[config.mk]
export PLATFORM = sky130hd
export DESIGN_NAME = reg_dump_unit
export DESIGN_NICKNAME = d
export VERILOG_FILES = /design/src/rtl/reg_dump_unit.sv
export SDC_FILE = /design/constraint.sdc
export NUM_CORES = 1
export LEC_CHECK = 0
export BUFFER_PORTS_ARGS = -buffer_cell sky130_fd_sc_hd__buf_4
export CORE_MARGIN = 8
export CORE_UTILIZATION = 50
export CTS_CLUSTER_DIAMETER = 80
export DETAILED_ROUTE_END_ITERATION = 10
export PLACE_DENSITY = 0.8
export SYNTH_ARGS = -nofsm -noshare
export SYNTH_HDL_FRONTEND = slang
export SYNTH_SLANG_ARGS = --single-unit
[constraint.sdc]
create_clock -name i_clk -period 2.5 [get_ports i_clk]
set_clock_uncertainty 0.15 [all_clocks]
set_input_delay 0.375 -clock i_clk [delete_from_list [all_inputs] [get_ports i_clk]]
set_output_delay 0.375 -clock i_clk [all_outputs]
set_load 0.005 [all_outputs]
[src/rtl/reg_dump_unit.sv]
// rtl/reg_dump_unit.sv - register bank dump engine streaming {index, data} beats
//
// Walks an inclusive index range on a spare read port of the 32x32 register
// bank. Each index is read for one cycle, and then held as a beat until the
// consumer accepts it.
//
// Ports:
//   i_clk, i_rst          clock, asynchronous active-high reset
//   i_start               one-cycle dump request (only honoured when idle)
//   i_first_idx/i_last_idx inclusive index range, sampled with i_start
//   i_abort               cancel an active dump (ignored when idle)
//   o_rd_addr, i_rd_data  bank read port (combinational data for o_rd_addr)
//   o_out_valid/i_out_ready/o_out_idx/o_out_data/o_out_last  beat stream
//   o_busy                engine not idle
//   o_done                pulse after the final beat is accepted
//   o_err                 pulse after a start with an empty (reversed) range
module reg_dump_unit #(
    parameter int XLEN  = 32,
    parameter int IDX_W = 5
) (
    input  logic             i_clk,
    input  logic             i_rst,
    input  logic             i_start,
    input  logic [IDX_W-1:0] i_first_idx,
    input  logic [IDX_W-1:0] i_last_idx,
    input  logic             i_abort,
    output logic [IDX_W-1:0] o_rd_addr,
    input  logic [XLEN-1:0]  i_rd_data,
    output logic             o_out_valid,
    input  logic             i_out_ready,
    output logic [IDX_W-1:0] o_out_idx,
    output logic [XLEN-1:0]  o_out_data,
    output logic             o_out_last,
    output logic             o_busy,
    output logic             o_done,
    output logic             o_err
);

    typedef enum logic [1:0] {
        S_IDLE,
        S_READ,
        S_SEND,
        S_DONE
    } state_t;

    state_t           r_state;
    logic [IDX_W-1:0] r_cur;
    logic [IDX_W-1:0] r_end;
    logic [XLEN-1:0]  r_data_q;
    logic [IDX_W-1:0] r_rd_addr;
    logic             r_out_valid;
    logic [IDX_W-1:0] r_out_idx;
    logic             r_out_last;
    logic             r_done;
    logic             r_err;

    logic             w_handshake;
    logic             w_at_end;

    assign w_handshake = r_out_valid && i_out_ready;
    // Range end is compared for equality only, so the index never wraps past it.
    assign w_at_end    = (r_cur == r_end);

    always_ff @(posedge i_clk or posedge i_rst) begin
        if (i_rst) begin
            r_state     <= S_IDLE;
            r_cur       <= '0;
            r_end       <= '0;
            r_data_q    <= '0;
            r_rd_addr   <= '0;
            r_out_valid <= 1'b0;
            r_out_idx   <= '0;
            r_out_last  <= 1'b0;
            r_done      <= 1'b0;
            r_err       <= 1'b0;
        end else begin
            r_done <= 1'b0;
            r_err  <= 1'b0;
            if (r_state == S_IDLE) begin
                // Abort has no meaning here, so a simultaneous start wins.
                r_rd_addr <= '0;
                if (i_start) begin
                    if (i_first_idx <= i_last_idx) begin
                        r_cur     <= i_first_idx;
                        r_end     <= i_last_idx;
                        r_rd_addr <= i_first_idx;
                        r_state   <= S_READ;
                    end else begin
                        r_err <= 1'b1;
                    end
                end
            end else if (i_abort) begin
                // A beat accepted in this same cycle is already delivered;
                // nothing else is emitted and no done pulse follows.
                r_state     <= S_IDLE;
                r_out_valid <= 1'b0;
                r_rd_addr   <= '0;
            end else begin
                case (r_state)
                    S_READ: begin
                        r_data_q    <= i_rd_data;
                        r_out_idx   <= r_cur;
                        r_out_last  <= w_at_end;
                        r_out_valid <= 1'b1;
                        r_state     <= S_SEND;
                    end
                    S_SEND: begin
                        if (w_handshake) begin
                            r_out_valid <= 1'b0;
                            if (w_at_end) begin
                                r_done  <= 1'b1;
                                r_state <= S_DONE;
                            end else begin
                                r_cur     <= r_cur + IDX_W'(1);
                                r_rd_addr <= r_cur + IDX_W'(1);
                                r_state   <= S_READ;
                            end
                        end
                    end
                    S_DONE: begin
                        r_rd_addr <= '0;
                        r_state   <= S_IDLE;
                    end
                    default: begin
                        r_state <= S_IDLE;
                    end
                endcase
            end
        end
    end

    assign o_rd_addr   = r_rd_addr;
    assign o_out_valid = r_out_valid;
    assign o_out_idx   = r_out_idx;
    assign o_out_data  = r_data_q;
    assign o_out_last  = r_out_last;
    assign o_busy      = (r_state != S_IDLE);
    assign o_done      = r_done;
    assign o_err       = r_err;

endmodule

==> results.json, run 1 <==
{
  "outcome": "completed",
  "drt_first_iter_violations": 132,
  "tritonroute_pass_1_iters": 4,
  "worst-path-max-fanout": 7,
  "layout.core_utilization_pct": 69.3,
  "clock_sink_count": 58,
  "finalSetupViolations": 0,
  "std_cell_rows": 27,
  "fin_setup_tns_ps": 0,
  "average_wire_per_standard_cell_um": 14.4,
  "irDropWorstVdd_mv": 0.559,
  "setup_repair_bufs_after_cts": 0,
  "register_bit_count_reported_by_yosys": 58,
  "num_vias": 2298,
  "drive_gt1_share_pct": 32.9,
  "timing.setup.critical_path_class": "reg -> reg",
  "io_pins": 94,
  "hold_viol_final": 0,
  "maxClockFrequency_mhz": 466,
  "die-width_um": 89.9,
  "ys.flop_type": "sky130_fd_sc_hd__dfrtp_1",
  "drv_slew": 0,
  "post_drt_via_cell_ratio": 4.92,
  "mostFrequentLayoutCells": "114 x sky130_fd_sc_hd__nand2_1, 97 x sky130_fd_sc_hd__buf_4, 58 x sky130_fd_sc_hd__dfrtp_1",
  "preCtsSetupSlack_ps": 115,
  "initial_utilization_pct": 50.8,
  "worst_r2r_path_depth": 6,
  "netSwitchingFraction_pct": 35.6,
  "async_flop_share_pct": 100,
  "area.sequential_um2": 1450,
  "globalplace.congestion": 0.870,
  "power.density_nw_per_um2": 1150,
  "most_common_library_cell_in_the_layout_ignoring_fill_and_taps": "sky130_fd_sc_hd__nand2_1",
  "port-buffer-count": 93,
  "core_region_area_um2": 5370,
  "root_buffer": "sky130_fd_sc_hd__clkbuf_8",
  "postSynthNetCount": 350,
  "cap_violations": 0,
  "p_leak_uw": 0.00202,
  "htree_levels": 3,
  "worstPathRequired_ps": 2560,
  "period_needed_ps": 2150,
  "grt_start_max_net_pins": 36,
  "clkPwrFrac_pct": 19.2,
  "cellInternalPower_uw": 2760,
  "synthCells": 292,
  "clk_path_buf_depth": 2,
  "worstMarginPinSlew_ps": 600,
  "die_h_um": 89.9,
  "critical_path_arrival_ps": 2210,
  "setup.worst_path.start_class": "flop",
  "rsz0062_at_grt": "no",
  "post_synth_instance_area_um2": 2730,
  "wirelength_mm": 6.74,
  "worst_slew_margin_rel_pct": 59.9,
  "layout_setup_ws_ps": 353,
  "num-fill-cells": 420,
  "number_of_antenna_violations_at_the_first_check_in_global_routing": 0,
  "antenna-diode-count": 0,
  "critPathCaptureType": "flop",
  "power.combinational.fraction_pct": 42.6,
  "later_pin_clock_latency_in_the_skew_report_ps": 320,
  "area.growth.synth_to_final_pct": 36.6,
  "synth_enable_flop_cells": 0,
  "clk_pin_slew_worst_paths_ps": 70,
  "route.antenna.remaining_nets": 0,
  "grt_pass1_wl_mm": 11.3,
  "floorplan.die_area_um2": 8070,
  "design.final.nets": 448,
  "gr-total-overflow": 0,
  "min_path_type": "in -> reg",
  "power.switching_uw": 1520,
  "multi_input_comb_area_um2": 1170,
  "seq_power_share_pct": 38.2,
  "grtUsageTotal_pct": 17.1,
  "syn_area_per_cell_um2": 9.34,
  "yosysWarnings": 0,
  "timing.final.crit_share_pct": 85.9,
  "hold_depth": 3,
  "numCtsBuffers": 9,
  "post_synth_num_cell_types": 34,
  "synth-seq-area-share_pct": 53.2,
  "clock_tree_from_tritoncts": "built",
  "grt_pass1_vias": 2302,
  "detailed_place_hpwl_mm": 5.14,
  "post-route-drc-count": 0
}
==> path summary, 6_finish.rpt <==
path                                            start                          to  slack (ps)
max                            r_state[0]$_DFFE_PP0P_    o_rd_addr[1]$_DFFE_PP0P_         350
min                                     i_rd_data[20]  o_out_data[20]$_DFFE_PP0P_          80
max reg2reg                    r_state[0]$_DFFE_PP0P_    o_rd_addr[1]$_DFFE_PP0P_         350
min reg2reg                o_out_data[13]$_DFFE_PP0P_  o_out_data[13]$_DFFE_PP0P_         320
max in group asynchronous                       i_rst        r_end[4]$_DFFE_PP0P_        1100
min in group asynchronous                       i_rst  o_out_data[28]$_DFFE_PP0P_         530
==> cells in the mapped netlist (2+ instances only) <==
cell type | instances | share of area, %
sky130_fd_sc_hd__xnor2_1 | 2 | 0.64
sky130_fd_sc_hd__xor2_1 | 6 | 1.9
sky130_fd_sc_hd__o32ai_1 | 2 | 0.64
sky130_fd_sc_hd__ha_1 | 11 | 5.0
sky130_fd_sc_hd__mux2_2 | 12 | 5.0
sky130_fd_sc_hd__a21oi_1 | 6 | 1.1
sky130_fd_sc_hd__nand2_1 | 114 | 16
sky130_fd_sc_hd__nor3_1 | 6 | 1.1
sky130_fd_sc_hd__o21ai_0 | 8 | 1.5
sky130_fd_sc_hd__inv_1 | 14 | 1.9
sky130_fd_sc_hd__a211oi_1 | 2 | 0.55
sky130_fd_sc_hd__a21oi_2 | 2 | 0.64
sky130_fd_sc_hd__nand3_1 | 5 | 0.92
sky130_fd_sc_hd__a22o_1 | 5 | 1.6
sky130_fd_sc_hd__a31oi_1 | 2 | 0.46
sky130_fd_sc_hd__dfrtp_1 | 58 | 53
sky130_fd_sc_hd__clkbuf_1 | 11 | 1.5
sky130_fd_sc_hd__nor2_1 | 9 | 1.2
sky130_fd_sc_hd__a22oi_1 | 2 | 0.55
==> cell type report <==
class                   instances  area share [%]
flip-flops and latches         58            39.0
multi-input cells             207            31.3
repair buffers                100            20.9
clock buffers                  11            3.53
well taps                      72            2.42
clock inverters                 5            1.44
inverters                      14            1.41
==> layer usage <==
layer	GRT usage (%)	wire [um]
met5	0	0
met4	8.32	148
met2	28.2	3380
met3	5.40	481
met1	19.6	2730
==> sequential cells by signal, indices dropped and copies added (netlist names) <==
| name | flops |
|---|---|
| o_rd_addr | 5 |
| o_err | 1 |
| r_end | 5 |
| o_done | 1 |
| o_out_idx | 5 |
| o_out_valid | 1 |
| o_out_data | 32 |
| o_out_last | 1 |
| r_cur | 5 |
| r_state | 2 |
==> per-stage QoR <==
step                      cells  hold slack (ps)  cell area (um2)  total power (uW)
after floorplan             292              320             2730              2600
after global placement      450              309             3530              3430
after detailed placement    450              313             3530              3490
after CTS                   467             66.3             3720              4330
after global routing        467             78.2             3720              4610
final                       467             81.9             3720              4280
==> power groups by stage <==
stage	sequential [uW]	combinational [uW]	clock, uW
after floorplan	1620	974	0
after global placement	1630	1800	0
after detailed placement	1650	1850	0
after CTS	1640	1860	840
after global routing	1700	2030	878
final	1630	1820	821
==> critical path, cell delays in order (launching register included) <==
cell	delay, ps
sky130_fd_sc_hd__dfrtp_1	400
sky130_fd_sc_hd__inv_1	100
sky130_fd_sc_hd__ha_1	300
sky130_fd_sc_hd__nor3_1	280
sky130_fd_sc_hd__o21ai_0	160
sky130_fd_sc_hd__a21oi_2	270
sky130_fd_sc_hd__mux2_2	380
==> what timing repair did <==
action / in CTS / in global routing
hold endpoints to repair: 28 / 0
gates resized for setup: 0 / 0
hold buffers: 1 / 0
==> logic make-up after synthesis <==
logic type                 Yosys count  synth area share, %
AOI/OAI and AO/OA                   36                 9.68
xor gates and xnor gates             8                 2.57
adders and majority gates           11                 5.05
buffers and inverters               27                 3.99
DFF                                 58                 53.2
muxes                               13                 5.32
and+or+nand+nor                    139                 20.2
No activity file was read; power rests on OpenSTA's default activity.
==> run 2: changes to the inputs <==
--- a/config.mk
+++ b/config.mk
@@ -7,10 +7,10 @@
 export LEC_CHECK = 0
 export BUFFER_PORTS_ARGS = -buffer_cell sky130_fd_sc_hd__buf_4
 export CORE_MARGIN = 8
-export CORE_UTILIZATION = 50
+export CORE_UTILIZATION = 32
 export CTS_CLUSTER_DIAMETER = 80
 export DETAILED_ROUTE_END_ITERATION = 10
-export PLACE_DENSITY = 0.8
+export RECOVER_POWER = 25
 export SYNTH_ARGS = -nofsm -noshare
 export SYNTH_HDL_FRONTEND = slang
 export SYNTH_SLANG_ARGS = --single-unit
==> run 2 against run 1 <==
  * Register-to-register slack worse by 70 ps
  * Design area is 3.1% higher
  * Worst setup slack worse by 74 ps
  * Largest power group unchanged
  * Clock-buffer cell count stayed put
  * Cell count is 7.3% higher
  * Critical endpoint is now o_rd_addr[2]$_DFFE_PP0P_
  * Critical path depth is 1 lower
  * Power is 8.8% higher
  * Sequential share of layout area is 1.2 points lower
  * First-iteration DRC count is 20% lower
  * Flip-flop and latch count stayed put
  * Global-route usage is 4.0 points lower
  * Highest routed layer unchanged
  * Critical path type unchanged
==> results.json, run 2 (synthesized netlist as in run 1, its figures left out) <==
{
  "outcome": "completed",
  "number_of_antenna_violations_at_the_first_check_in_global_routing": 0,
  "min_path_type": "in -> reg",
  "setup_repair_bufs_after_cts": 0,
  "numCtsBuffers": 9,
  "irDropWorstVdd_mv": 0.495,
  "critical-path-max-stage-delay_ps": 430,
  "grt_pass1_vias": 2363,
  "critical_path_arrival_ps": 2290,
  "design.final.nets": 449,
  "power.switching_uw": 1550,
  "timing.setup.critical_path_class": "reg -> reg",
  "worst_r2r_path_depth": 5,
  "grtUsageTotal_pct": 13.1,
  "port-buffer-count": 93,
  "power.density_nw_per_um2": 1210,
  "crit-reg2reg-capture": "o_rd_addr[2]$_DFFE_PP0P_",
  "finish.instance_area_um2": 3840,
  "drt_first_iter_violations": 106,
  "netSwitchingFraction_pct": 33.4,
  "largest_reg_flops": 32,
  "maxClockFrequency_mhz": 450,
  "critPathCaptureType": "flop",
  "cellInternalPower_uw": 3100,
  "finalSetupViolations": 0,
  "seq_power_share_pct": 35.4,
  "worstMarginPinSlew_ps": 1410,
  "gr-total-overflow": 0,
  "area.growth.synth_to_final_pct": 40.8,
  "hold_viol_final": 0,
  "hold_end": "o_out_data[30]$_DFFE_PP0P_",
  "stdcell_count": 501,
  "post_drt_via_cell_ratio": 4.65,
  "post-route-drc-count": 0,
  "average_wire_per_standard_cell_um": 14.9,
  "rsz0062_at_grt": "no",
  "root_buffer": "sky130_fd_sc_hd__clkbuf_8",
  "initial_utilization_pct": 33.0,
  "die-width_um": 108,
  "buf_inv_stages_crit_path": 0,
  "wirelength_mm": 7.45,
  "layout.core_utilization_pct": 46.5,
  "period_needed_ps": 2220,
  "power.combinational.fraction_pct": 39.8,
  "cts_hold_repair.buffers": 0,
  "worst_slew_margin_rel_pct": 6.18,
  "std_cell_rows": 33,
  "path_delay_family": "simple AND/OR/NAND/NOR gates",
  "total_placed_instance_area_um2": 3570,
  "reg2reg_slack_ps": 280,
  "crit_slowest_cell": "sky130_fd_sc_hd__dfrtp_1",
  "cap_violations": 0,
  "worst-path-max-fanout": 8,
  "timing.rr.start": "r_cur[4]$_DFFE_PP0P_",
  "drv_slew": 0,
  "later_pin_clock_latency_in_the_skew_report_ps": 330,
  "io_pins": 94,
  "core_region_area_um2": 8260,
  "num_vias": 2328,
  "grt_start_max_net_pins": 59,
  "num-fill-cells": 817,
  "grt_pass1_wl_mm": 12.0,
  "clk_path_buf_depth": 2,
  "detailed_place_hpwl_mm": 5.57,
  "htree_levels": 3,
  "antenna-diode-count": 0,
  "fin_setup_tns_ps": 0,
  "die_h_um": 108,
  "dp.cells": 485,
  "setup.worst_path.start_class": "flop",
  "clock_sink_count": 58,
  "clkPwrFrac_pct": 24.8,
  "globalplace.congestion": 0.828,
  "mostFrequentLayoutCells": "114 x sky130_fd_sc_hd__nand2_1, 98 x sky130_fd_sc_hd__buf_4, 58 x sky130_fd_sc_hd__dfrtp_1",
  "clock_tree_from_tritoncts": "built",
  "cp_cell_sequence": "xor2_1 -> nor3_1 -> nand2_1 -> a21oi_2 -> mux2_2",
  "holdCritStartpoint": "i_rd_data[30]",
  "layout_setup_ws_ps": 279,
  "clk_pin_slew_worst_paths_ps": 70,
  "hold_depth": 3,
  "tritonroute_pass_1_iters": 4,
  "most_common_library_cell_in_the_layout_ignoring_fill_and_taps": "sky130_fd_sc_hd__nand2_1",
  "preCtsSetupSlack_ps": 87.5,
  "floorplan.die_area_um2": 11700,
  "route.antenna.remaining_nets": 0,
  "worstPathRequired_ps": 2560,
  "drive_gt1_share_pct": 33.6,
  "p_leak_uw": 0.00205,
  "timing.final.crit_share_pct": 88.9
}
## run 2: changes by cell type in the layout (fill, tap and decap cells not counted), sizes merged
| cell | change |
|---|---|
| bufinv | +3 |
| clkbuf | +2 |
| clkinv | -2 |
| dlygate4sd3 | -1 |
| inv | -1 |
## run 2: cell type report
| type | count | area (um2) | share of cell area [%] |
|---|---|---|---|
| clock buffers | 11 | 141 | 3.68 |
| clock inverters | 5 | 125 | 3.26 |
| inverters | 14 | 52.6 | 1.37 |
| multi-input cells | 207 | 1170 | 30.5 |
| flip-flops and latches | 58 | 1450 | 37.8 |
| well taps | 105 | 131 | 3.42 |
| repair buffers | 101 | 768 | 20.0 |
## run 2: what timing repair did
action / CTS / global route
endpoints found under the hold margin: 0 / 0
resized for setup: 0 / 1
endpoints found under the setup margin: 0 / 1
## run 2: metal layers
layer	global-route usage [%]	share of wire, %
met1	15.8	42
met2	20.7	49
met3	3.45	6.5
met4	7.43	2.5
met5	0	0
## run 2: power groups by stage
stage                     registers (uW)  clock network (uW)  logic, uW
after floorplan                     1620                   0        974
after global placement              1650                   0       1860
after detailed placement            1660                   0       1900
after CTS                           1650                1190       1900
after global routing                1700                1230       2100
final                               1650                1160       1850
## run 2: stage by stage
step                power (uW)  hold WS (ps)
floorplan                 2600           320
global placement          3500           311
detailed placement        3560           313
CTS                       4740          54.6
global route              5030          59.2
finish                    4650          76.3
## run 2: worst max-delay path by stage
stage	from	endpoint	slack [ps]	cells past startpoint
3_5_place_dp	i_first_idx[4]	r_cur[1]$_DFFE_PP0P_	90	7
4_1_cts	r_state[0]$_DFFE_PP0P_	o_busy	150	5
6_report	r_cur[4]$_DFFE_PP0P_	o_rd_addr[2]$_DFFE_PP0P_	280	5
3_3_place_gp	i_first_idx[1]	r_cur[1]$_DFFE_PP0P_	140	7
5_1_grt	r_cur[4]$_DFFE_PP0P_	o_rd_addr[2]$_DFFE_PP0P_	130	5
2_1_floorplan	i_last_idx[1]	o_rd_addr[0]$_DFFE_PP0P_	310	8
## run 2: worst register-to-register path, cell delays in order, from the launching register on
cell and delay, ps:
sky130_fd_sc_hd__dfrtp_1 430, sky130_fd_sc_hd__xor2_1 160, sky130_fd_sc_hd__nor3_1 330, sky130_fd_sc_hd__nand2_1 300, sky130_fd_sc_hd__a21oi_2 360, sky130_fd_sc_hd__mux2_2 380
